--- src/rtl/uart_rx.sv ---
// 8N1 UART receiver: two-flop synchronized input, start-bit mid-point validation,
// one sample per bit period, single-cycle data_valid / framing_error pulses.
module uart_rx #(
    parameter int CLKS_PER_BIT = 5208
) (
    input  logic       clk,
    input  logic       reset,
    input  logic       RxD,
    output logic [7:0] data,
    output logic       data_valid,
    output logic       framing_error,
    output logic       busy
);

    localparam logic [1:0] IDLE  = 2'd0;
    localparam logic [1:0] START = 2'd1;
    localparam logic [1:0] DATA  = 2'd2;
    localparam logic [1:0] STOP  = 2'd3;

    localparam logic [15:0] HALF_M1 = 16'(CLKS_PER_BIT / 2 - 1);
    localparam logic [15:0] FULL_M1 = 16'(CLKS_PER_BIT - 1);

    logic        rx_meta_q;
    logic        rx_s_q;
    logic        rx_prev_q;

    logic [1:0]  state_q, state_d;
    logic [15:0] cnt_q, cnt_d;
    logic [2:0]  bit_idx_q, bit_idx_d;
    logic [7:0]  shift_q, shift_d;
    logic [7:0]  data_q, data_d;
    logic        dv_q, dv_d;
    logic        fe_q, fe_d;

    // Synchronizer and edge history idle high so a released reset never fakes a start edge
    // on a high line.
    always_ff @(posedge clk or negedge reset) begin
        if (!reset) begin
            rx_meta_q <= 1'b1;
            rx_s_q    <= 1'b1;
            rx_prev_q <= 1'b1;
        end else begin
            rx_meta_q <= RxD;
            rx_s_q    <= rx_meta_q;
            rx_prev_q <= rx_s_q;
        end
    end

    always_comb begin
        state_d   = state_q;
        cnt_d     = cnt_q;
        bit_idx_d = bit_idx_q;
        shift_d   = shift_q;
        data_d    = data_q;
        dv_d      = 1'b0;
        fe_d      = 1'b0;

        case (state_q)
            IDLE: begin
                // Only a true high-to-low transition starts a frame; a line stuck low is ignored.
                if (rx_prev_q && !rx_s_q) begin
                    state_d = START;
                    cnt_d   = 16'd0;
                end
            end

            START: begin
                if (cnt_q == HALF_M1) begin
                    cnt_d = 16'd0;
                    if (!rx_s_q) begin
                        state_d   = DATA;
                        bit_idx_d = 3'd0;
                    end else begin
                        state_d = IDLE;
                    end
                end else begin
                    cnt_d = cnt_q + 16'd1;
                end
            end

            DATA: begin
                if (cnt_q == FULL_M1) begin
                    cnt_d              = 16'd0;
                    shift_d[bit_idx_q] = rx_s_q;
                    if (bit_idx_q == 3'd7) begin
                        state_d   = STOP;
                        bit_idx_d = 3'd0;
                    end else begin
                        bit_idx_d = bit_idx_q + 3'd1;
                    end
                end else begin
                    cnt_d = cnt_q + 16'd1;
                end
            end

            STOP: begin
                if (cnt_q == FULL_M1) begin
                    cnt_d   = 16'd0;
                    state_d = IDLE;
                    if (rx_s_q) begin
                        data_d = shift_q;
                        dv_d   = 1'b1;
                    end else begin
                        fe_d = 1'b1;
                    end
                end else begin
                    cnt_d = cnt_q + 16'd1;
                end
            end

            default: begin
                state_d = IDLE;
                cnt_d   = 16'd0;
            end
        endcase
    end

    always_ff @(posedge clk or negedge reset) begin
        if (!reset) begin
            state_q   <= IDLE;
            cnt_q     <= 16'd0;
            bit_idx_q <= 3'd0;
            shift_q   <= 8'h00;
            data_q    <= 8'h00;
            dv_q      <= 1'b0;
            fe_q      <= 1'b0;
        end else begin
            state_q   <= state_d;
            cnt_q     <= cnt_d;
            bit_idx_q <= bit_idx_d;
            shift_q   <= shift_d;
            data_q    <= data_d;
            dv_q      <= dv_d;
            fe_q      <= fe_d;
        end
    end

    assign data          = data_q;
    assign data_valid    = dv_q;
    assign framing_error = fe_q;
    assign busy          = (state_q != IDLE);

endmodule
--- config.mk ---
export PLATFORM = sky130hd
export DESIGN_NAME = uart_rx
export DESIGN_NICKNAME = d
export VERILOG_FILES = /design/src/rtl/uart_rx.sv
export SDC_FILE = /design/constraint.sdc
export NUM_CORES = 1
export LEC_CHECK = 0
export ABC_AREA = 1
export CORE_MARGIN = 1
export CORE_UTILIZATION = 25
export CTS_CLUSTER_SIZE = 24
export DETAILED_ROUTE_END_ITERATION = 8
export HOLD_SLACK_MARGIN = 0.12
export PLACE_DENSITY = 0.44
export SKIP_LAST_GASP = 1
export SYNTH_ARGS = -nofsm -noshare
export SYNTH_HDL_FRONTEND = slang
export SYNTH_SLANG_ARGS = --single-unit
--- constraint.sdc ---
create_clock -name clk -period 1.86 [get_ports clk]
set_input_delay 0.372 -clock clk [delete_from_list [all_inputs] [get_ports clk]]
set_output_delay 0.372 -clock clk [all_outputs]
set_load 0.02 [all_outputs]
==> results of run 1 <==
## stage by stage
stage,util,hold slack (ns),setup WS (ns),area [sq um]
3_5_place_dp,0.2872,0.3475,0.1257,2505
4_1_cts,0.2970,0.1636,0.1122,2590
2_1_floorplan,-,0.07641,0.3977,2260
3_3_place_gp,0.2872,0.3462,0.1868,2505
6_report,0.2978,0.1453,0.1716,2597
5_1_grt,0.2978,0.1797,0.002825,2597
## cell families after synthesis
family	after synthesis
buf+inv	39
xor+xnor	8
flops	42
simple gates	176
fa+ha+maj	3
compound gates	26
## worst max-delay path: cells and delay by family (launching register included)
kind,cells,cell delay [ns]
xor gates and xnor gates,1,0.15
adders and majority gates,1,0.24
DFF,1,0.39
AOI/OAI and AO/OA,1,0.07
buffers and inverters,1,0.10
and+or+nand+nor,5,0.64
## cell type report
cell class,instances,area [sq um],area share
well taps,108,135.1,0.05202
repair buffers,19,168.9,0.06503
inverters,31,116.4,0.04480
clock inverters,2,13.76,0.005299
multi-input cells,213,1036,0.3988
clock buffers,6,72.57,0.02794
flip-flops and latches,42,1055,0.4061
## metal layers
metal / GRT usage / vias to the layer above
met5: 0 / -
met4: 0.04133 / 0
met3: 0.02230 / 2
met2: 0.1658 / 16
met1: 0.1616 / 849
li1: - / 970
## state kept, by name, summed over array words and instances, names as in the netlist, 3 cells and up, named ones only
name / flops
data: 8
shift_q: 8
cnt_q: 16
bit_idx_q: 3
## how the worst max path moves through the flow
stage,from,to,slack [ns],cells past startpoint
detailed placement,cnt_q[0]$_DFFE_PN0P_,cnt_q[7]$_DFFE_PN0P_,0.13,11
global route,cnt_q[0]$_DFFE_PN0P_,cnt_q[3]$_DFFE_PN0P_,0.003,10
floorplan,cnt_q[0]$_DFFE_PN0P_,shift_q[2]$_DFFE_PN0P_,0.40,8
global placement,cnt_q[0]$_DFFE_PN0P_,cnt_q[7]$_DFFE_PN0P_,0.19,11
finish,cnt_q[0]$_DFFE_PN0P_,cnt_q[10]$_DFFE_PN0P_,0.17,9
CTS,cnt_q[0]$_DFFE_PN0P_,cnt_q[0]$_DFFE_PN0P_,0.11,10
## Yosys cell counts (2+ instances only)
library cell	n	share of area
nand2_1	102	0.17
dfrtp_1	39	0.43
nor2_1	30	0.050
inv_1	29	0.048
nand3_1	26	0.058
o21ai_0	20	0.044
nand4_1	10	0.028
xor2_1	7	0.027
buf_2	3	0.0066
buf_6	3	0.015
dfstp_2	3	0.035
ha_1	3	0.017
inv_2	2	0.0033
nor2_4	2	0.010
o21ai_2	2	0.0078
o21bai_1	2	0.0066
## report_power, final
group	internal [mW]	switching, mW
Sequential	1.00	0.103
Clock	0.265	0.329
Combinational	0.226	0.501
Total	1.49	0.933
## timing repair
action                     in CTS  in global routing
gates resized for setup         1                  1
setup buffers                   0                  0
gates cloned                    0                  0
setup endpoints to repair       1                  6
==> metrics.txt, run 1 <==
largest net degree at the start of global routing 43; hold-fix buffers at CTS 0; fin cells 421; number of global-route vias before repair 1773; number of antenna violations at the first check in global routing 0; GRT Total Usage 0.1122; Vias per Instance 4.363; synth warn 0; DRT Wirelength 4.740 mm; Worst EP arrival 1.87 ns; static leakage 1.300 nW; most common cell after layout, fill and taps aside nand2_1; Vias 1837; drt pass-1 iters 4; die area 0.009423 sq mm; worst-margin pin slew 0.5556 ns; Die W 97.07 um; most frequent cells in the layout 102 x nand2_1, 39 x dfrtp_1, 30 x nor2_1, 29 x inv_1, 26 x nand3_1; Setup Skew 0.003888 ns; ANT nets after route 0; cell row count 34; root buf cell clkbuf_8; IO Count 14; synthesized instance count 294; post-synthesis xor/xnor area fraction 0.03101; 1st-iter DRT viols 80; hpwl dp 3.427 mm; period utilisation layout 0.9077; Critical Path End Type flip-flop; Post-Synth Adder-Cell Area 0.01661; Synth Area in Simple Gates 0.3444; HP Class in -> async; max_slew headroom 0.6296; endpoints failing hold 0; number of inserted diodes 0; M1 wire length 2.542 mm; Slowest-stage cell, CP dfrtp_1; mux share of post-synthesis cell area 0; largest family of logic cells by synthesized area simple AND/OR/NAND/NOR gates; Syn Std Cell Area 0.002260 sq mm; R2R Path Start cnt_q[0]$_DFFE_PN0P_; WL met2 2.076 mm; peak supply drop 356.6 uV; PD cells 934.4 mW/mm^2; grt ovf 0; status complete, no violations; Main synth FF type dfrtp_1; Clock Latency Late Sink 0.29 ns; Die Height 97.07 um; Final Setup Violations 0; fin crit period 1.688 ns; RSZ-0062 raised after global routing no; Seq cells post-synth 42; post-synth cell types 27; Initial Util 0.2591; Num CTS Buffers 5; clock sink count 42; Syn-to-layout area delta 14.95%; critical path fanouts, max 4; worst-case clock buffer depth 2; clk slew on worst S/H paths 0.08 ns; Total Power 2.427 mW; CTS tree yes; drc violations 0; Critical Path RT 2.04 ns; core area 0.008721 sq mm; kind of critical path reg -> reg; # Max-Cap Violations 0; Seq/Total Area, Yosys 0.4668; nets 318; Slew Viols, Final 0; Top cell by count, worst path nand2_1; DP Cell Count 413; Avg Inst Size Synth 7.686 sq um; CP Launch Type flip-flop; H-tree levels 2; Synth async-reset ratio 1.000; setup_tns 0 ns; Max Freq 0.5923 GHz; worst r2r path cells 9; # fillers 935; terminus of the critical flop-to-flop path cnt_q[10]$_DFFE_PN0P_; post-synthesis compound-gate area fraction 0.06312; wire per inst 11.26 um; port bufs 13; Crit path largest cell delay 0.39 ns; count of flip-flops with a built-in enable after synthesis 0; met3 wire length 108 um; Post-Syn Nets 300; DR top layer met4; worst-path cell chain ha_1 > nand2_1 > nor2_1 > inv_1 > nor2_2 > nand2_1 > xor2_1 > nand2_1 > o21ai_0; Reg2Reg Setup Slack 0.17 ns; first-pass GRT wire length 8.535 mm; Final GP Congestion 0.7940; fraction of layout instances using a drive strength above 1 0.08946
Note: power is estimated with default switching activity, not from simulation.
==> inputs of run 2 (changes only) <==
- CAP_MARGIN: not set -> 20
- CTS_BUF_LIST: not set -> sky130_fd_sc_hd__clkbuf_8
- DONT_BUFFER_PORTS: not set -> 1
- PLACE_DENSITY: 0.44 -> 0.42
==> run 2 against run 1 <==
Sequential power is essentially flat. Sequential cell count is the same. Register-to-register slack gained 0.05 ns. Sequential share of layout area grew 1.2 points. Global-route usage grew 0.32 points. Highest routed layer unchanged. Setup slack gained 0.049 ns. Final cell count shrank 2.6%. Critical path type unchanged. Clock-buffer cell count shrank 1. Hold slack gained 0.21 ns. Core utilization shrank 0.89 points.
==> metrics.txt, run 2 (synthesized netlist as in run 1, its figures left out) <==
first-pass GRT wire length 8.687 mm (+1.8%); number of global-route vias before repair 1789 (+0.90%); max_slew headroom 0.7499 (+0.1203); Syn-to-layout area delta 11.52%; Setup Skew 0.01020 ns (+0.006316 ns); critical path fanouts, max 8 (+4); number of antenna violations at the first check in global routing 0 (unchanged); final worst-path setup slack 0.2209 ns (+0.04935 ns); worst-path cell chain ha_2 > nand2_1 > inv_1 > nand2_1 > nor2_1 > nand2_2 > inv_2 > o21ai_2 > buf_4 > nand3_1 > o21ai_0; core area 0.008721 sq mm (unchanged); worst-margin pin slew 0.3747 ns (-0.1809 ns); Max Freq 0.6101 GHz (+3.0%); clk slew on worst S/H paths 0.09 ns (about the same); largest net degree at the start of global routing 43 (unchanged); most frequent cells in the layout 102 x nand2_1, 39 x dfrtp_1, 30 x nor2_1, 29 x inv_1, 26 x nand3_1; # fillers 933 (-0.21%); kind of critical path reg -> reg; fin crit period 1.639 ns (-0.04935 ns); DRT Wirelength 4.976 mm (+5.0%); Sequential Power Share 0.452 (-0.003); Die Height 97.07 um (unchanged); 1st-iter DRT viols 66 (-18%); Final GP Congestion 0.8282 (+4.3%); cell row count 34 (unchanged); # Max-Cap Violations 0 (unchanged); wire per inst 12.14 um (+7.8%); hpwl dp 3.498 mm (+2.1%); Slowest-stage cell, CP dfrtp_1; grt ovf 0 (unchanged); clock sink count 42 (unchanged); fraction of layout instances using a drive strength above 1 0.09603 (+0.006570); Final Setup Violations 0 (unchanged); HP Start rx_meta_q$_DFF_PN1_; nets 307 (-3.5%); GRT Total Usage 0.1154 (+0.003202); number of flip-flops in the largest register 16 (unchanged); root buf cell clkbuf_8; Num CTS Buffers 5 (unchanged); CP Launch Point cnt_q[0]$_DFFE_PN0P_; number of inserted diodes 0 (unchanged); drc violations 0 (unchanged); Clk network pwr share 0.255 (+0.010); Die W 97.07 um (unchanged); ANT nets after route 0 (unchanged); CP Launch Type flip-flop; H-tree levels 2 (unchanged); die area 0.009423 sq mm (unchanged); Critical Path End Type flip-flop; most common cell after layout, fill and taps aside nand2_1; Top cell by count, worst path nand2_1; R2R Path Start cnt_q[0]$_DFFE_PN0P_; RSZ-0062 raised after global routing no; Largest Register cnt_q; endpoints failing hold 0 (unchanged); HP Class reg -> reg; PD cells 974.8 mW/mm^2 (+4.3%); CTS tree yes; Critical Path RT 2.04 ns (about the same); Worst EP arrival 1.82 ns (-0.05 ns); setup_tns 0 ns (unchanged); Internal Power 1.490 mW (-0.29%); Vias 1805 (-1.7%); Initial Util 0.2591 (unchanged); static leakage 1.263 nW (-2.8%); Final Util 0.2890 (-0.008895); Slew Viols, Final 0 (unchanged); IO Count 14 (unchanged); Crit path largest cell delay 0.39 ns (about the same); Vias per Instance 4.402 (+0.89%); peak supply drop 336.4 uV (-5.7%); drt pass-1 iters 4 (unchanged); Comb power frac 0.293 (-0.007); port bufs 0 (-13); status complete, no violations; period utilisation layout 0.8812 (-0.02653); worst-case clock buffer depth 2 (unchanged); Net Switching 0.9668 mW (+3.6%); Clock Latency Late Sink 0.30 ns (about the same); sw frac 0.3936 (+0.009165); DP Worst Slack 0.1894 ns (+0.06360 ns)
## run 2: metrics by stage
stage	instance area, sq um	std cells	hold WS [ns]	power, mW
2_1_floorplan	2260	294	0.07641	1.662
3_3_place_gp	2372	399	0.07786	1.833
3_5_place_dp	2372	399	0.07838	1.827
4_1_cts	2512	410	0.3618	2.506
5_1_grt	2520	410	0.3633	2.667
6_report	2520	410	0.3592	2.457
## run 2: final cells by class
cell class	count	area (sq um)	share of cell area
multi-input cells	213	1036	0.4111
clock inverters	3	23.77	0.009434
inverters	31	116.4	0.04618
flip-flops and latches	42	1055	0.4186
well taps	108	135.1	0.05362
repair buffers	8	85.08	0.03376
clock buffers	5	68.82	0.02731
## run 2: path summary, 6_finish.rpt
check                                  endpoint  slack (ns)  depth (start not counted)
setup / recovery           cnt_q[7]$_DFFE_PN0P_        0.22                         11
hold / removal                 rx_s_q$_DFF_PN1_        0.36                          0
setup reg to reg           cnt_q[7]$_DFFE_PN0P_        0.22                         11
hold reg to reg                rx_s_q$_DFF_PN1_        0.36                          0
max in group asynchronous      rx_s_q$_DFF_PN1_        1.01                          2
min in group asynchronous  cnt_q[4]$_DFFE_PN0P_        0.59                          2
## run 2: power groups by stage
| stage | combinational (mW) | sequential (mW) | clock, mW |
|---|---|---|---|
| 3_3_place_gp | 0.705 | 1.13 | 0 |
| 4_1_cts | 0.733 | 1.11 | 0.663 |
| 5_1_grt | 0.840 | 1.13 | 0.699 |
| 6_report | 0.720 | 1.11 | 0.627 |
| 2_1_floorplan | 0.563 | 1.10 | 0 |
| 3_5_place_dp | 0.699 | 1.13 | 0 |
## run 2: critical path, delay by kind of cell, from the launching register on
kind,cells,cell delay [ns]
flops,1,0.39
fa+ha+maj,1,0.23
buf+inv,3,0.32
simple gates,5,0.41
compound gates,2,0.16
## run 2: repair_timing
action                                  CTS  global route
resized for setup                         0             2
hold buffers                              3             0
hold endpoints to repair                 43             0
buffers inserted                          0             0
endpoints found under the setup margin    0             1
## run 2: layer usage
metal,track usage,vias up,part of all wire
li1,-,946,-
met1,0.1573,837,0.52
met2,0.1804,16,0.45
met3,0.02806,6,0.020
met4,0.03559,0,0.012
met5,0,-,0
